## src/rtl/rggen_rtl_pkg.sv

```systemverilog
// Shared types for the rggen RTL slice: bus status codes and the initiator FSM states.
package rggen_rtl_pkg;

  typedef enum logic [1:0] {
    RGGEN_OKAY         = 2'b00,
    RGGEN_EXOKAY       = 2'b01,
    RGGEN_SLAVE_ERROR  = 2'b10,
    RGGEN_DECODE_ERROR = 2'b11
  } rggen_status;

  typedef enum logic [1:0] {
    IDLE     = 2'b00,
    REQUEST  = 2'b01,
    RESPONSE = 2'b10
  } rggen_bus_initiator_state;

endpackage

```

## src/rtl/rggen_bus_if.sv

```systemverilog
// Register bus between an initiator (master) and an rggen register block (slave).
interface rggen_bus_if #(
  parameter int unsigned ADDRESS_WIDTH = 16,
  parameter int unsigned BUS_WIDTH     = 32
);
  import rggen_rtl_pkg::*;

  logic                     valid;
  logic                     write;
  logic [ADDRESS_WIDTH-1:0] address;
  logic [BUS_WIDTH-1:0]     write_data;
  logic [BUS_WIDTH/8-1:0]   strobe;
  logic                     ready;
  logic [BUS_WIDTH-1:0]     read_data;
  rggen_status              status;

  modport master (
    output valid, write, address, write_data, strobe,
    input  ready, read_data, status
  );

  modport slave (
    input  valid, write, address, write_data, strobe,
    output ready, read_data, status
  );
endinterface

```

## src/rtl/rggen_bus_initiator_timer.sv

```systemverilog
// Saturating wait counter that flags a bus request left unanswered for TIMEOUT_CYCLES cycles.
module rggen_bus_initiator_timer #(
  parameter int unsigned TIMEOUT_CYCLES = 8
)(
  input  logic i_clk,
  input  logic i_rst_n,
  input  logic i_start,
  input  logic i_enable,
  input  logic i_ready,
  output logic o_expired
);
  localparam int unsigned CNT_W = $clog2(TIMEOUT_CYCLES + 1);

  logic [CNT_W-1:0] count_q;
  logic [CNT_W-1:0] count_d;

  // Clear on request entry, count idle request cycles, hold at all-ones.
  always_comb begin
    count_d = count_q;
    if (i_start) begin
      count_d = '0;
    end else if (i_enable && !i_ready && (count_q != '1)) begin
      count_d = count_q + CNT_W'(1);
    end
  end

  // Counter register.
  always_ff @(posedge i_clk or negedge i_rst_n) begin
    if (!i_rst_n) count_q <= '0;
    else          count_q <= count_d;
  end

  assign o_expired = i_enable && !i_ready && (count_q == CNT_W'(TIMEOUT_CYCLES - 1));
endmodule

```

## src/rtl/rggen_bus_initiator.sv

```systemverilog
// Single-outstanding command/response engine acting as master on rggen_bus_if.
module rggen_bus_initiator
  import rggen_rtl_pkg::*;
#(
  parameter int unsigned ADDRESS_WIDTH   = 16,
  parameter int unsigned BUS_WIDTH       = 32,
  parameter int unsigned TIMEOUT_CYCLES  = 0,
  parameter bit          CHECK_ALIGNMENT = 1'b1
)(
  input  logic                     i_clk,
  input  logic                     i_rst_n,
  input  logic                     i_cmd_valid,
  output logic                     o_cmd_ready,
  input  logic [ADDRESS_WIDTH-1:0] i_cmd_address,
  input  logic                     i_cmd_write,
  input  logic [BUS_WIDTH-1:0]     i_cmd_write_data,
  input  logic [BUS_WIDTH/8-1:0]   i_cmd_strobe,
  output logic                     o_rsp_valid,
  input  logic                     i_rsp_ready,
  output logic [BUS_WIDTH-1:0]     o_rsp_read_data,
  output rggen_status              o_rsp_status,
  output logic                     o_rsp_timeout,
  rggen_bus_if.master              bus_if
);
  localparam logic [ADDRESS_WIDTH-1:0] ADDR_MASK = ADDRESS_WIDTH'(BUS_WIDTH / 8 - 1);

  rggen_bus_initiator_state state_q, state_d;
  logic [ADDRESS_WIDTH-1:0] address_q, address_d;
  logic                     write_q, write_d;
  logic [BUS_WIDTH-1:0]     write_data_q, write_data_d;
  logic [BUS_WIDTH/8-1:0]   strobe_q, strobe_d;
  logic [BUS_WIDTH-1:0]     read_data_q, read_data_d;
  rggen_status              status_q, status_d;
  logic                     timeout_q, timeout_d;
  logic                     misaligned;
  logic                     timeout_expired;

  assign misaligned = CHECK_ALIGNMENT && ((i_cmd_address & ADDR_MASK) != '0);

  // Next-state and captured command/response fields.
  always_comb begin
    state_d      = state_q;
    address_d    = address_q;
    write_d      = write_q;
    write_data_d = write_data_q;
    strobe_d     = strobe_q;
    read_data_d  = read_data_q;
    status_d     = status_q;
    timeout_d    = timeout_q;
    case (state_q)
      IDLE: begin
        if (i_cmd_valid) begin
          address_d    = i_cmd_address;
          write_d      = i_cmd_write;
          write_data_d = i_cmd_write_data;
          strobe_d     = i_cmd_write ? i_cmd_strobe : '1;
          read_data_d  = '0;
          timeout_d    = 1'b0;
          if (misaligned) begin
            status_d = RGGEN_SLAVE_ERROR;
            state_d  = RESPONSE;
          end else begin
            state_d  = REQUEST;
          end
        end
      end
      REQUEST: begin
        // A ready arriving in the expiry cycle takes priority over the timeout.
        if (bus_if.ready) begin
          read_data_d = write_q ? '0 : bus_if.read_data;
          status_d    = bus_if.status;
          timeout_d   = 1'b0;
          state_d     = RESPONSE;
        end else if (timeout_expired) begin
          read_data_d = '0;
          status_d    = RGGEN_SLAVE_ERROR;
          timeout_d   = 1'b1;
          state_d     = RESPONSE;
        end
      end
      RESPONSE: begin
        if (i_rsp_ready) begin
          timeout_d = 1'b0;
          state_d   = IDLE;
        end
      end
      default: state_d = IDLE;
    endcase
  end

  // State and field registers; reset also drops the bus request.
  always_ff @(posedge i_clk or negedge i_rst_n) begin
    if (!i_rst_n) begin
      state_q      <= IDLE;
      address_q    <= '0;
      write_q      <= 1'b0;
      write_data_q <= '0;
      strobe_q     <= '0;
      read_data_q  <= '0;
      status_q     <= RGGEN_OKAY;
      timeout_q    <= 1'b0;
    end else begin
      state_q      <= state_d;
      address_q    <= address_d;
      write_q      <= write_d;
      write_data_q <= write_data_d;
      strobe_q     <= strobe_d;
      read_data_q  <= read_data_d;
      status_q     <= status_d;
      timeout_q    <= timeout_d;
    end
  end

  generate
    if (TIMEOUT_CYCLES > 0) begin : g_timer
      logic timer_start;
      logic timer_enable;
      assign timer_start  = (state_q == IDLE) && (state_d == REQUEST);
      assign timer_enable = (state_q == REQUEST);
      rggen_bus_initiator_timer #(
        .TIMEOUT_CYCLES (TIMEOUT_CYCLES)
      ) u_timer (
        .i_clk     (i_clk),
        .i_rst_n   (i_rst_n),
        .i_start   (timer_start),
        .i_enable  (timer_enable),
        .i_ready   (bus_if.ready),
        .o_expired (timeout_expired)
      );
    end else begin : g_no_timer
      assign timeout_expired = 1'b0;
    end
  endgenerate

  assign o_cmd_ready       = (state_q == IDLE);
  assign o_rsp_valid       = (state_q == RESPONSE);
  assign o_rsp_read_data   = read_data_q;
  assign o_rsp_status      = status_q;
  assign o_rsp_timeout     = timeout_q;
  assign bus_if.valid      = (state_q == REQUEST);
  assign bus_if.write      = write_q;
  assign bus_if.address    = address_q;
  assign bus_if.write_data = write_data_q;
  assign bus_if.strobe     = strobe_q;

`ifdef RGGEN_ENABLE_SVA
  a_bus_stable: assert property (@(posedge i_clk) disable iff (!i_rst_n)
    (bus_if.valid && !bus_if.ready && !timeout_expired) |=>
      (bus_if.valid && $stable(bus_if.address) && $stable(bus_if.write) &&
       $stable(bus_if.write_data) && $stable(bus_if.strobe)));
  a_rsp_stable: assert property (@(posedge i_clk) disable iff (!i_rsp_ready && 1'b0 || !i_rst_n)
    (o_rsp_valid && !i_rsp_ready) |=>
      (o_rsp_valid && $stable(o_rsp_read_data) && $stable(o_rsp_status) && $stable(o_rsp_timeout)));
  a_no_overlap: assert property (@(posedge i_clk) disable iff (!i_rst_n)
    !(o_cmd_ready && o_rsp_valid));
`endif
endmodule

```

## src/flat_wrapper.sv

```systemverilog
// flat-port wrapper written by rule: the top's interface ports become plain ports
module rggen_bus_initiator_flat import rggen_rtl_pkg::*;
#(
  parameter int unsigned ADDRESS_WIDTH   = 16,
  parameter int unsigned BUS_WIDTH       = 32,
  parameter int unsigned TIMEOUT_CYCLES  = 0,
  parameter bit          CHECK_ALIGNMENT = 1'b1
)
  (i_clk, i_rst_n, i_cmd_valid, o_cmd_ready, i_cmd_address, i_cmd_write, i_cmd_write_data, i_cmd_strobe, o_rsp_valid, i_rsp_ready, o_rsp_read_data, o_rsp_status, o_rsp_timeout, bus_if_valid, bus_if_write, bus_if_address, bus_if_write_data, bus_if_strobe, bus_if_ready, bus_if_read_data, bus_if_status);
  rggen_bus_if #(.ADDRESS_WIDTH(ADDRESS_WIDTH), .BUS_WIDTH(BUS_WIDTH)) bus_if_i ();
  input  logic i_clk;
  input  logic i_rst_n;
  input  logic i_cmd_valid;
  output logic o_cmd_ready;
  input  logic [ADDRESS_WIDTH-1:0] i_cmd_address;
  input  logic i_cmd_write;
  input  logic [BUS_WIDTH-1:0] i_cmd_write_data;
  input  logic [BUS_WIDTH/8-1:0] i_cmd_strobe;
  output logic o_rsp_valid;
  input  logic i_rsp_ready;
  output logic [BUS_WIDTH-1:0] o_rsp_read_data;
  output rggen_status o_rsp_status;
  output logic o_rsp_timeout;
  output wire logic [$bits(bus_if_i.valid)-1:0] bus_if_valid;
  output wire logic [$bits(bus_if_i.write)-1:0] bus_if_write;
  output wire logic [$bits(bus_if_i.address)-1:0] bus_if_address;
  output wire logic [$bits(bus_if_i.write_data)-1:0] bus_if_write_data;
  output wire logic [$bits(bus_if_i.strobe)-1:0] bus_if_strobe;
  input wire logic [$bits(bus_if_i.ready)-1:0] bus_if_ready;
  input wire logic [$bits(bus_if_i.read_data)-1:0] bus_if_read_data;
  input wire logic [$bits(bus_if_i.status)-1:0] bus_if_status;
  assign bus_if_valid = bus_if_i.valid;
  assign bus_if_write = bus_if_i.write;
  assign bus_if_address = bus_if_i.address;
  assign bus_if_write_data = bus_if_i.write_data;
  assign bus_if_strobe = bus_if_i.strobe;
  assign bus_if_i.ready = bus_if_ready;
  assign bus_if_i.read_data = bus_if_read_data;
  assign bus_if_i.status = bus_if_status;
  rggen_bus_initiator #(.ADDRESS_WIDTH(ADDRESS_WIDTH), .BUS_WIDTH(BUS_WIDTH), .TIMEOUT_CYCLES(TIMEOUT_CYCLES), .CHECK_ALIGNMENT(CHECK_ALIGNMENT)) u_core (.i_clk(i_clk), .i_rst_n(i_rst_n), .i_cmd_valid(i_cmd_valid), .o_cmd_ready(o_cmd_ready), .i_cmd_address(i_cmd_address), .i_cmd_write(i_cmd_write), .i_cmd_write_data(i_cmd_write_data), .i_cmd_strobe(i_cmd_strobe), .o_rsp_valid(o_rsp_valid), .i_rsp_ready(i_rsp_ready), .o_rsp_read_data(o_rsp_read_data), .o_rsp_status(o_rsp_status), .o_rsp_timeout(o_rsp_timeout), .bus_if(bus_if_i));
endmodule
```

## config.mk

```make
export PLATFORM = sky130hd
export DESIGN_NAME = rggen_bus_initiator_flat
export DESIGN_NICKNAME = d
export VERILOG_FILES = /design/src/rtl/rggen_rtl_pkg.sv /design/src/rtl/rggen_bus_if.sv /design/src/rtl/rggen_bus_initiator_timer.sv /design/src/rtl/rggen_bus_initiator.sv /design/src/flat_wrapper.sv
export SDC_FILE = /design/constraint.sdc
export NUM_CORES = 1
export LEC_CHECK = 0
export BUFFER_PORTS_ARGS = -buffer_cell sky130_fd_sc_hd__buf_4
export CAP_MARGIN = 20
export CORE_MARGIN = 3
export CORE_UTILIZATION = 41
export CTS_CLUSTER_DIAMETER = 80
export DETAILED_ROUTE_END_ITERATION = 6
export GPL_ROUTABILITY_DRIVEN = 0
export PLACE_DENSITY_LB_ADDON = 0.05
export SETUP_SLACK_MARGIN = 0.15
export SLEW_MARGIN = 15
export SYNTH_ARGS = -nofsm -noshare
export SYNTH_HDL_FRONTEND = slang
export SYNTH_HIERARCHICAL = 1
export SYNTH_SLANG_ARGS = --single-unit
```

## constraint.sdc

```tcl
create_clock -name i_clk -period 1.4 [get_ports i_clk]
set_clock_uncertainty 0.05 [all_clocks]
set_input_delay 0.14 -clock i_clk [delete_from_list [all_inputs] [get_ports i_clk]]
set_output_delay 0.14 -clock i_clk [all_outputs]
set_load 0.03 [all_outputs]
```

==> results.md <==
- Post-DP HPWL: 6580 um
- Final Setup Violations: 89
- Layout Utilization: 83.0%
- Clk sink count: 89
- CP top delay family: buffers and inverters
- I/O pins: 183
- Mapped Cells: 284
- Failing checks: negative setup slack
- Die extent in x: 101 um
- Mapped Area: 0.00371 mm^2
- Internal: 6.89 mW
- Clock Tree Buf Depth: 2
- P_leak: 3.53 nW
- Min cycle time layout: 1.58 ns
- Total length of routed wires: 12100 um
- Via count: 3336
- Net load switching power: 3.78 mW
- Critical path buffers and inverters: 4
- Share of layout cells above drive strength 1: 52.7%
- Commonest cells after routing, fill and taps aside: 184 x buf_4, 88 x dfrtp_1, 87 x dlygate4sd3_1
- Worst hold path type: input port to flip-flop
- Die Ht: 101 um
- TritonCTS Buffers: 9
- Outcome: finished with violations
- Largest net degree at the start of global routing: 32
- PortBufs: 181
- Hold Fails Final Rpt: 0
- Max Slew Vio Count: 0
- CTS tree: built
- Yosys cell types: 25
- Synth Warn #: 6
- CP most frequent cell: buf_12
- CP max FO: 6
- Fill cells: 481
- Vias per cell: 4.69
- Tot Pwr: 10.7 mW
- CP endpoint kind: flip-flop
- Grt ovf: 0
- TritonRoute pass-1 iters: 4
- N_diodes: 0
- Gr usage total: 22.6%
- Final period utilization: 113%
- Initial antenna violation count: 0
- Antenna-violating nets left: 0
- Nets@finish: 690
- Clk_lat worst skew: 0.34 ns
- Post-route setup slack: -0.179 ns
- Commonest non-fill, non-tap cell in the layout: buf_4
- Cell depth of the worst setup path: 7
- Max Fclk: 633 MHz
- Syn Nets: 376
- DRC violation count after routing: 0
- Drt first-iter violations: 67
- Clk pwr share: 18.4%
- H-tree depth: 3
- Comb power frac: 48.0%
- Max incr delay on CP: 0.42 ns
- Register area share after synthesis: 60.1%
- Pwr/cell area: 1470 mW/mm^2
- CTS clk-pin slew, worst paths: 0.08 ns
- Worst VDD drop: 1.15 mV
- Syn_area_per_cell: 13.1 um^2
- Starting density of the core: 42.3%
- Area grow syn2layout: 96.2%
- Crit path kind: flip-flop to flip-flop
- Vias in the first global route: 3632
- Sequential Power Share: 33.7%
- Crit path arrival time: 1.80 ns
- WHS Path Cells: 3
- Die area: 0.0102 mm^2
- Avg WL per Cell: 17.0 um
- Core Area: 0.00876 mm^2
- RSZ-0062 raised after global routing: true
- Global-route wire length before repair: 18000 um
- CTS Root Buffer Type: clkbuf_8
- Switching Share: 35.4%
- Max-Cap Viols: 0
- R2R depth: 7
- Startpoint Class: flip-flop
- Rows: 34
- CP max-delay cell: dfrtp_2
- Data required, critical path: 1.62 ns
- Yosys reg bits: 89
- Critical Path, Cell by Cell: buf_6 > nand2b_4 > a21oi_4 > buf_12 > buf_12 > buf_16 > mux2i_1
[state kept, by name (all words and copies together) (netlist names)]
signal,count
u_core/bus_if.write_data,32
u_core/o_rsp_read_data,32
u_core/bus_if.write,1
u_core/o_rsp_status,2
u_core/bus_if.address,16
u_core/bus_if.strobe,4
u_core/state_q,2
[power by group through the flow]
stage	Sequential, mW	Combinational (mW)	Clock, mW
6_report	3.59	5.12	1.96
5_1_grt	3.67	5.33	2.12
3_3_place_gp	3.56	3.83	0
2_1_floorplan	4.74	1.17	0
4_1_cts	3.56	4.82	2.00
3_5_place_dp	3.58	3.87	0
[per-stage QoR]
step	instances	instance area [um^2]	setup slack (ns)	hold WS [ns]	TNS, ns
3_5_place_dp	576	5330	-0.115	0.0692	-6.73
4_1_cts	703	7050	-0.168	0.000291	-10.11
2_1_floorplan	284	3770	-0.0495	-0.206	-1.72
6_report	711	7270	-0.179	0.0217	-11.45
5_1_grt	711	7270	-0.231	0.00706	-16.26
3_3_place_gp	576	5330	-0.101	0.0707	-5.90
[routing by layer]
layer	part of all wire [%]	GRT usage, %
met1	39	26.8
met4	1.5	8.28
met2	53	39.4
met3	6.7	5.61
met5	0	0
[cells in the mapped netlist (all sizes together)]
cell type	count	share of area, %
a31oi	4	0.67
buf	14	3.9
o211ai	1	0.20
nand2	34	3.5
o21a	2	0.40
mux2i	32	8.6
nor3	2	0.27
nand2b	3	0.57
conb	1	0.10
a21oi	3	0.71
nor2b	3	0.51
nor3b	2	0.67
mux2	49	15
o2bb2ai	1	0.24
a32oi	1	0.24
inv	37	3.7
nor2	6	0.61
dfrtp	89	60
[logic make-up after synthesis]
family | Yosys count | synth area share [%]
buffers and inverters | 51 | 7.69
muxes | 81 | 23.5
DFF | 89 | 60.1
AOI/OAI and AO/OA | 12 | 2.46
and+or+nand+nor | 50 | 6.14
other | 1 | 0.101
[worst paths after layout]
kind / from / to / slack, ns
worst min-delay path: bus_if_read_data[1] / u_core/o_rsp_read_data[1]$_DFFE_PN0P_ / 0.02
worst min register to register: u_core/bus_if.write_data[1]$_DFFE_PN0P_ / u_core/bus_if.write_data[1]$_DFFE_PN0P_ / 0.47
max in group asynchronous: i_rst_n / u_core/bus_if.write_data[19]$_DFFE_PN0P_ / 0.58
min in group asynchronous: i_rst_n / u_core/bus_if.write_data[12]$_DFFE_PN0P_ / 0.21
worst max register to register: u_core/state_q[0]$_DFFE_PN0P_ / u_core/o_rsp_read_data[14]$_DFFE_PN0P_ / -0.18
worst max-delay path: u_core/state_q[0]$_DFFE_PN0P_ / u_core/o_rsp_read_data[14]$_DFFE_PN0P_ / -0.18
[worst reg2reg max path, stage by stage, from the launching register on]
cell and delay (ns):
dfrtp_2 0.42, buf_6 0.12, nand2b_4 0.15, a21oi_4 0.22, buf_12 0.14, buf_12 0.10, buf_16 0.11, mux2i_1 0.19
[cell type report]
class | count | area, um^2 | area share, %
clock inverter | 4 | 76.3 | 1.05
tap | 108 | 135 | 1.86
sequential | 89 | 2230 | 30.6
inverter | 37 | 139 | 1.91
clock buffer | 12 | 145 | 2.00
timing repair buffer | 317 | 3070 | 42.2
multi-input combinational | 144 | 1480 | 20.4
[repair_timing]
action | 4_1_cts | 5_1_grt
hold buffers | 87 | 0
pin swaps | 16 | 2
hold endpoints to repair | 111 | 0
setup buffers | 16 | 4
gates resized for setup | 71 | 22
endpoints found under the setup margin | 92 | 91
cloned | 8 | 4
No activity file was read; power rests on OpenSTA's default activity.
